### src/rtl/conv_tap_feeder.sv
// Convolution tap feeder: 9-entry weight file streamed against incoming pixels through a
// saturating multiplier, with one-cycle registered products and window framing flags.
module conv_tap_feeder (
   input  logic       clk,
   input  logic       rst,
   input  logic       w_load,
   input  logic [3:0] w_idx,
   input  logic [7:0] w_data,
   output logic       w_err,
   input  logic       pix_valid,
   input  logic [7:0] pix_data,
   output logic       pix_ready,
   output logic [7:0] prod_out,
   output logic       prod_valid,
   output logic       prod_first,
   output logic       win_done
);

   localparam int unsigned NumTaps = 9;

   typedef enum logic [1:0] {StIdle, StArmed, StStream} state_e;

   state_e               state_q, state_d;
   logic [7:0]           weight_q [NumTaps];
   logic [NumTaps-1:0]   mask_q, mask_d;
   logic [3:0]           tap_q, tap_d;
   logic                 hs;
   logic                 last_tap;
   logic                 w_accept;
   logic                 w_reject;
   logic [15:0]          product;

   // Writes are frozen while a window is in flight so a window never mixes weight sets.
   assign w_reject = w_load && ((w_idx > 4'd8) || (state_q == StStream));
   assign w_accept = w_load && !w_reject;
   assign last_tap = (tap_q == 4'd8);
   assign product  = 16'(pix_data) * 16'(weight_q[tap_q]);

   always_comb begin
      mask_d = mask_q;
      if (w_accept) begin
         mask_d[w_idx] = 1'b1;
      end
   end

   always_comb begin
      tap_d = tap_q;
      if (hs) begin
         tap_d = last_tap ? 4'd0 : tap_q + 4'd1;
      end
   end

   // State register
   always_ff @(posedge clk or negedge rst) begin
      if (!rst) begin
         state_q <= StIdle;
      end else begin
         state_q <= state_d;
      end
   end

   // Next-state logic
   always_comb begin
      state_d = state_q;
      unique case (state_q)
         StIdle:   if (&mask_d) state_d = StArmed;
         StArmed:  if (hs) state_d = StStream;
         StStream: if (hs && last_tap) state_d = StArmed;
         default:  state_d = StIdle;
      endcase
   end

   // Outputs decoded from state
   always_comb begin
      pix_ready = (state_q != StIdle);
      hs        = pix_valid && pix_ready;
   end

   always_ff @(posedge clk or negedge rst) begin
      if (!rst) begin
         mask_q <= '0;
         tap_q  <= 4'd0;
         for (int i = 0; i < NumTaps; i++) begin
            weight_q[i] <= 8'h00;
         end
      end else begin
         mask_q <= mask_d;
         tap_q  <= tap_d;
         if (w_accept) begin
            weight_q[w_idx] <= w_data;
         end
      end
   end

   always_ff @(posedge clk or negedge rst) begin
      if (!rst) begin
         prod_out   <= 8'h00;
         prod_valid <= 1'b0;
         prod_first <= 1'b0;
         win_done   <= 1'b0;
         w_err      <= 1'b0;
      end else begin
         w_err <= w_reject;
         if (hs) begin
            prod_out   <= (product > 16'd255) ? 8'hFF : product[7:0];
            prod_valid <= 1'b1;
            prod_first <= (tap_q == 4'd0);
            win_done   <= last_tap;
         end else begin
            prod_valid <= 1'b0;
            prod_first <= 1'b0;
            win_done   <= 1'b0;
         end
      end
   end

endmodule

### config.mk
export PLATFORM = sky130hd
export DESIGN_NAME = conv_tap_feeder
export DESIGN_NICKNAME = d
export VERILOG_FILES = /design/src/rtl/conv_tap_feeder.sv
export SDC_FILE = /design/constraint.sdc
export NUM_CORES = 1
export LEC_CHECK = 0
export ABC_AREA = 0
export CAP_MARGIN = 25
export CELL_PAD_IN_SITES_DETAIL_PLACEMENT = 0
export CELL_PAD_IN_SITES_GLOBAL_PLACEMENT = 1
export CORE_ASPECT_RATIO = 1.5
export CORE_MARGIN = 5
export CORE_UTILIZATION = 40
export CTS_CLUSTER_SIZE = 24
export DETAILED_ROUTE_END_ITERATION = 7
export PLACE_DENSITY_LB_ADDON = 0.08
export REMOVE_ABC_BUFFERS = 1
export SETUP_SLACK_MARGIN = 0.4
export SKIP_CTS_REPAIR_TIMING = 1
export SYNTH_ARGS = -nofsm -noshare
export SYNTH_HDL_FRONTEND = slang
export SYNTH_SLANG_ARGS = --single-unit
### constraint.sdc
create_clock -name clk -period 12 [get_ports clk]
set_input_delay 1.2 -clock clk [delete_from_list [all_inputs] [get_ports clk]]
set_output_delay 1.2 -clock clk [all_outputs]
set_load 0.01 [all_outputs]
== Word level (Yosys, flattened, before mapping) ==
Cells that the tools add are included.
Word-level totals
  flip-flop bits (word level): 99
  output and inout port bits: 13
  word-level logic and storage cells: 66
Operators by class
  add/sub/neg operators: 1
  $mul: 1
  order comparisons: 7
  equal/unequal tests: 6
  muxes and demuxes: 18
  bitwise logic cells: 3
  reductions and logical operators: 13
Operators by type and width (count)
  bitwise mux 72 bit: 1
  binary-select mux 8 bit (select 4 bit): 1
  demux 8 bit (select 4 bit): 1
  2-to-1 mux 8 bit: 4
  greater-than comparator 16 x 8 -> 1 bit, second input constant: 1
  multiplier 8 x 8 -> 16 bit: 1
  >= comparator 5 bit, second input constant: 2
  NOT 4 -> 5 bit: 2
  2-to-1 mux 9 bit: 1
  bitwise OR 9 bit: 1
  AND reduction 9 bit: 1
  logical AND 1 bit: 6
  2-to-1 mux 2 bit: 3
  one-hot mux 2 bit (3 select lines): 1
  less-than comparator 4 x 5 -> 1 bit, second input constant: 1
  less-than comparator 5 x 1 -> 1 bit, second input constant: 1
  adder 4 x 1 -> 4 bit, second input constant: 1
  demux 1 bit (select 4 bit): 1
  equality test 4 bit, second input constant: 1
  >= comparator 4 x 1 -> 1 bit, second input constant: 1
  greater-than comparator 4 bit, second input constant: 1
  zero test 4 bit: 1
  2-to-1 mux 1 bit: 4
  2-to-1 mux 4 bit: 1
  other kinds (9): 10

== Depth between registers and ports, before layout ==
Gate-level depths: netlist (run 1).
  depth after elaboration: 9
  gate-level depth with buffers: 22

== Worst setup path after synthesis (run 1) ==
OpenSTA, ideal clock, no wires.
  kind: register -> register
  start point: register tap_q[0]
  end point: register prod_out[0]
  setup time: 159 ps
  data arrival time: 5466 ps
  data required time: 11841 ps
  setup slack: 6376 ps
  stages on the path, launching flop included: 21
  buffers on the path: 2
  cell sequence: dfrtp_1 buf_4 buf_6 mux4_2 mux2i_1 o21ai_0 and2_1 fa_1 inv_1 fa_1 inv_1 fa_1 inv_1 fa_1 inv_1 ha_1 and4_4 o31ai_4 nand4_1 a2111oi_4 a41oi_1
Between the ends
  longest elaborated chain between the ends: 7
Ends and longest elaborated chain
  start, declared: RTL line 26  | logic [3:0] tap_q, tap_d;
  start signal, assigned: RTL line 88  | tap_q <= tap_d;
  NOT 4 -> 5 bit (not written as such) *: RTL line 37  | assign product = 16'(pix_data) * 16'(weight_q[tap_q]);
  binary-select mux 8 bit (select 4 bit) *: RTL line 37
  2-to-1 mux 8 bit (not written as such) * (2 in a row): RTL line 37
  multiplier 8 x 8 -> 16 bit *: RTL line 37
  greater-than comparator 16 x 8 -> 1 bit: RTL line 105  | prod_out <= (product > 16'd255) ? 8'hFF : product[7:0];
  2-to-1 mux 8 bit *: RTL line 105
  end signal, assigned: RTL line 105
  end, declared: RTL line 13  | output logic [7:0] prod_out,
Every way passes the cells marked *; elsewhere a longest branch is shown, timed or not. The select of a mux whose other input is x is not followed.
A chain may end at the register's enable or synchronous reset.

== Final worst setup path (run 1) ==
  start point: register tap_q[1]
  end point: register prod_out[0]
Same word-level chain as after synthesis.

==> metrics.cfg, run 1 <==
[grt]
grt_max_degree = 72
grt_pass1_vias = 4907
antenna_found_initial = 0
grt_usage_pct = 17.1
grt-ovfl-total = 0
grt_pass1_wl_mm = 26.0

[logic_synthesis]
ys_warn_count = 0
syn_inst = 571
ys_types = 66
yosysMostFrequentCell = dfrtp_1
synth_common_cells = 99 x dfrtp_1, 72 x mux2_2, 55 x inv_1
synth_area_leaders = dfrtp_1 37%, mux2_2 12%, fa_1 11%, ha_1 7.0%, mux4_2 5.3%
seq_area_frac_synth_pct = 36.6
syn_area_per_cell_um2 = 11.9
synthFlopType = dfrtp_1
ys_seq_elements = 99
ys_async_sr_fraction_pct = 100
syn_area_um2 = 6770
synth.largest_area_cell = dfrtp_1
synth_top_area_share_pct = 36.6
synth_edf_count = 0

[timing]
setup_tns_ns = 0
finalClockSkew_ns = 0.0101
hold_viol = 0
worst_pin_slew_ns = 0.961
maxSlewViolCount = 0
period_share_pct = 55.1
fmax_mhz = 151
slew_headroom_pct = 35.3
setup_viol = 0
hold_ws_ns = 0.454
fin_crit_ns = 6.61
rsz0062_at_grt = no
final.setup.worst_slack_ns = 5.39

[placement]
placed_area_um2 = 7370
port_buffers = 36
place_ws_ns = 5.34
dp_hpwl_mm = 12.0
place_congestion = 0.794

[floorplan]
dieArea_um2 = 19700
core_area_um2 = 16700
dieHeight_um = 169
die_width_um = 116
num_rows = 58
initial_core_util_pct = 40.6
io_pins = 37

[finish]
drive_gt1_share_pct = 22.2
antenna_cells = 0
fin_area_um2 = 7640
nets = 710
nFillCells = 1587
area_growth_pct = 12.8

[critical_path]
end_kind = flop
cp_data_arrival_time_ns = 6.79
start_kind = flop
cp-endpoint = prod_out[0]$_DFFE_PN0P_
critPathLaunch = tap_q[1]$_DFFE_PN0P_
r2r_cells = 17
worstSetupPathType = flop to flop
worstReg2RegStart = tap_q[1]$_DFFE_PN0P_
regToRegSetupSlack_ns = 5.39
path_max_fanout = 20
r2r-end = prod_out[0]$_DFFE_PN0P_
required_ns = 12.18

[routing]
first_pass_iters = 4
drc = 0
wl_per_cell_um = 19.2
dr_total_vias = 4478
wl_mm = 15.8
drtIter0Drc = 126
vias_per_cell = 5.41
ant_nets = 0

[clocking]
cts_made_buffers = 9
insertion_delay_ns = 0.34
clkTransAtPathRegs_ns = 0.07
h-tree-depth = 3
cts_tree = done
ctsLongestPathBuffers = 2
cts.sink_count = 99
cts-root-buf = clkbuf_16

[outcome]
outcome = finished clean

[pwr]
p_per_area_nw_per_um2 = 245
peakVddDrop_uv = 113
power.total_uw = 1870
p_leak_uw = 0.00345

[hold_path]
hold_class = flop to flop

[job]
maxCapViolCount = 0

==> critical path, cell delays in order, from the launching register on <==
cell and delay, ns:
dfrtp_1 0.97, mux4_2 0.37, mux2i_1 0.07, o21ai_0 0.78, nand2_1 0.18, fa_1 0.53, fa_1 0.55, inv_1 0.06
fa_1 0.52, inv_1 0.06, fa_1 0.53, inv_1 0.06, ha_1 0.36, and4_4 0.23, o31ai_4 0.27, nand4_1 0.18
a2111oi_4 0.55, a41oi_1 0.20
==> where the power goes <==
part	total, µW	switching [µW]	leakage [µW]	internal [µW]
clock network	264	123	0.000133	141
logic	1070	564	0.00213	503
registers	541	89.2	0.00119	452
==> cells by family after synthesis <==
kind of cell | count (synthesis) | share of synthesized area, %
xor gates and xnor gates | 4 | 0.518
buffers and inverters | 70 | 4.36
muxes | 98 | 18.8
adders and majority gates | 74 | 17.7
and+or+nand+nor | 157 | 13.9
AOI/OAI and AO/OA | 69 | 8.13
DFF | 99 | 36.6
==> layout by cell type, fill, tap and decap left out, types with 9 or more instances in the layout <==
cell	count
ha_1	38
inv_1	55
nand2b_1	10
o21ai_0	12
nand2_1	28
mux4_2	16
clkdlybuf4s50_1	35
mux2_2	72
a21oi_1	13
and2_1	54
clkbuf_16	9
nor2_1	17
mux2i_1	10
fa_1	36
dfrtp_1	99
==> per-stage QoR <==
step           instances  utilization (%)
2_1_floorplan        556                -
3_3_place_gp         807             44.0
3_5_place_dp         811             44.2
4_1_cts              827             45.8
5_1_grt              827             45.8
6_report             827             45.8
==> area by class of cell <==
| class | instances | area [µm²] | area share (%) |
|---|---|---|---|
| repair buffers | 45 | 427 | 5.59 |
| inverters | 55 | 206 | 2.70 |
| flip-flops and latches | 99 | 2480 | 32.4 |
| clock buffers | 10 | 229 | 3.00 |
| clock inverters | 6 | 40.0 | 0.524 |
| multi-input cells | 402 | 4000 | 52.3 |
| well taps | 210 | 263 | 3.44 |
==> worst min-delay path by stage <==
stage | start | depth (start not counted) | slack (ns) | to
global route | mask_q[5]$_DFF_PN0_ | 1 | 0.48 | mask_q[5]$_DFF_PN0_
CTS | mask_q[8]$_DFF_PN0_ | 1 | 0.46 | mask_q[8]$_DFF_PN0_
detailed placement | mask_q[8]$_DFF_PN0_ | 1 | 0.44 | mask_q[8]$_DFF_PN0_
global placement | mask_q[5]$_DFF_PN0_ | 1 | 0.43 | mask_q[5]$_DFF_PN0_
finish | mask_q[5]$_DFF_PN0_ | 1 | 0.45 | mask_q[5]$_DFF_PN0_
floorplan | mask_q[3]$_DFF_PN0_ | 1 | 0.42 | mask_q[3]$_DFF_PN0_
==> state kept, by name, summed over array words and instances, names as in the netlist <==
name,count
state_q,2
prod_valid,1
weight_q,72
tap_q,4
prod_first,1
prod_out,8
win_done,1
w_err,1
mask_q,9
==> metal layers <==
layer	global-route usage, %	vias to the layer above	share of wire [%]
li1	-	2081	-
met3	1.93	10	1.6
met5	0	-	0
met1	19.0	2335	38
met4	4.34	0	1.1
met2	33.8	52	59
(Power assumes the default switching activity.)
==> run 2, diff against run 1 <==
Clock period 12 ns to 5.6 ns, I/O delays scaled along.
==> run 2 against run 1 <==
Design area grew 9.8%; hold slack got worse by 0.29 ns; fmax grew 20%; largest cell class unchanged; worst setup slack got worse by 5.3 ns; largest power group unchanged.
==> metrics.cfg, run 2 (same netlist as run 1, synthesis figures left out) <==
[placement]
place_congestion = 0.829  ; +4.4%
dp_hpwl_mm = 13.0  ; +8.5%
dp_cells = 851  ; +4.9%
place_ws_ns = -0.353  ; -5.69 ns
port_buffers = 36  ; unchanged

[finish]
most-common-layout-cells = 98 x dfrtp_1, 72 x mux2_2, 55 x buf_4, 52 x inv_1, 50 x and2_1
antenna_cells = 0  ; unchanged
largest_register_ffs = 72  ; unchanged
drive_gt1_share_pct = 35.3  ; +13 points
nets = 763  ; +7.5%
area_growth_pct = 23.9
top_regs = weight_q (72), mask_q (9), prod_out (8)
largest-register = weight_q
final_common_cell = dfrtp_1
fin_cells = 879  ; +6.3%

[timing]
rsz0062_at_grt = yes
finalClockSkew_ns = 0.00795  ; -0.00214 ns
maxSlewViolCount = 0  ; unchanged
worst_pin_slew_ns = 1.01  ; +0.0448 ns
fmax_mhz = 182  ; +20%
slew_headroom_pct = 32.7  ; -2.6 points
period_share_pct = 98.2  ; +43 points
hold_viol = 0  ; unchanged
fin_crit_ns = 5.50  ; -1.11 ns
setup_viol = 0  ; unchanged
final.setup.worst_slack_ns = 0.0990  ; -5.29 ns

[grt]
grt_usage_pct = 17.3  ; +0.15 points
grt_pass1_wl_mm = 26.4  ; +1.2%
grt_max_degree = 67  ; -6.9%
grt-ovfl-total = 0  ; unchanged
antenna_found_initial = 0  ; unchanged
grt_pass1_vias = 5027  ; +2.4%

[critical_path]
end_kind = flop
start_kind = flop
required_ns = 5.80  ; -6.38 ns
path_max_fanout = 5  ; -75%
cp_data_arrival_time_ns = 5.70  ; -1.09 ns
worstSetupPathType = flop to flop

[floorplan]
dieHeight_um = 169  ; unchanged
die_width_um = 116  ; unchanged
core_area_um2 = 16700  ; unchanged
dieArea_um2 = 19700  ; unchanged
num_rows = 58  ; unchanged
initial_core_util_pct = 40.6  ; unchanged
io_pins = 37  ; unchanged

[routing]
vias_per_cell = 5.28  ; -2.5%
drc = 0  ; unchanged
wl_mm = 16.6  ; +4.5%
ant_nets = 0  ; unchanged
drtIter0Drc = 166  ; +32%
wl_per_cell_um = 18.8  ; -1.7%
dr_total_vias = 4641  ; +3.6%
first_pass_iters = 4  ; unchanged

[hold_path]
hold_class = input port to async pin

[job]
maxCapViolCount = 0  ; unchanged

[pwr]
peakVddDrop_uv = 286  ; +150%
power.total_uw = 4870  ; +160%
p_per_area_nw_per_um2 = 580  ; +140%
p_leak_uw = 0.00373  ; +8.2%

[clocking]
ctsLongestPathBuffers = 2  ; unchanged
h-tree-depth = 3  ; unchanged
cts_tree = done
cts_made_buffers = 9  ; unchanged
cts.sink_count = 99  ; unchanged
clkTransAtPathRegs_ns = 0.07  ; about the same
insertion_delay_ns = 0.34  ; about the same
cts-root-buf = clkbuf_16

[outcome]
outcome = finished clean

-- run 2: cell count changes in the layout (fill, tap and decap cells not counted), sizes merged --
cell	delta
clkinv	-1
buf	+52
clkinvlp	+1
-- run 2: final cells by class --
type	count	area (µm²)
inverters	55	206
fillers	1553	8310
well taps	210	263
clock inverters	6	42.5
repair buffers	98	888
multi-input cells	402	4280
flip-flops and latches	99	2480
clock buffers	9	225
-- run 2: path summary, 6_finish.rpt --
path	startpoint	end	slack, ns	cells after the start
max	tap_q[0]$_DFFE_PN0P_	prod_out[6]$_DFFE_PN0P_	0.1	18
min	rst	weight_q[29]$_DFFE_PN0P_	0.16	1
max reg2reg	tap_q[0]$_DFFE_PN0P_	prod_out[6]$_DFFE_PN0P_	0.1	18
min reg2reg	mask_q[5]$_DFF_PN0_	mask_q[5]$_DFF_PN0_	0.46	1
max in group asynchronous	rst	tap_q[0]$_DFFE_PN0P_	4.19	2
min in group clk	mask_q[5]$_DFF_PN0_	mask_q[5]$_DFF_PN0_	0.46	1
-- run 2: critical path, stage by stage (launching register included) --
cell,delay [ns]
dfrtp_2,0.45
clkbuf_16,0.18
buf_4,0.12
mux4_2,0.49
mux2i_1,0.19
o21ai_2,0.12
buf_4,0.16
and2_1,0.17
fa_1,0.56
fa_1,0.44
fa_1,0.48
ha_4,0.19
ha_4,0.23
a21o_1,0.22
a211o_1,0.33
a2111oi_4,0.41
o2111ai_4,0.24
nor2_4,0.24
a41oi_2,0.14
-- run 2: stage by stage --
| step | instance area [µm²] | utilization, % | setup TNS [ns] | hold slack [ns] |
|---|---|---|---|---|
| detailed placement | 7690 | 46.1 | -2.62 | 0.438 |
| finish | 8390 | 50.2 | 0 | 0.163 |
| floorplan | 6680 | - | -2.64 | 0.264 |
| global placement | 7690 | 46.0 | -1.83 | 0.430 |
| CTS | 7960 | 47.7 | -2.83 | 0.168 |
| global route | 8390 | 50.2 | -0.665 | 0.192 |
-- run 2: power breakdown --
part | total (µW) | switching, µW | internal [µW]
clock | 564 | 265 | 299
sequential | 1110 | 139 | 970
combinational | 3190 | 1530 | 1660
total | 4870 | 1930 | 2930
-- run 2: routing by layer --
metal | routed length (µm) | GRT usage (%) | vias up
met1 | 6340 | 19.2 | 2397
met2 | 9530 | 33.5 | 48
li1 | - | - | 2172
met5 | 0 | 0 | -
met3 | 222 | 1.53 | 24
met4 | 475 | 6.06 | 0
==> run 3, diff against run 2 <==
Settings changed: CTS_BUF_LIST from default to sky130_fd_sc_hd__clkbuf_16.
==> results of run 3 <==
Same layout as run 2: the final DEF is identical, and so are final timing and power.
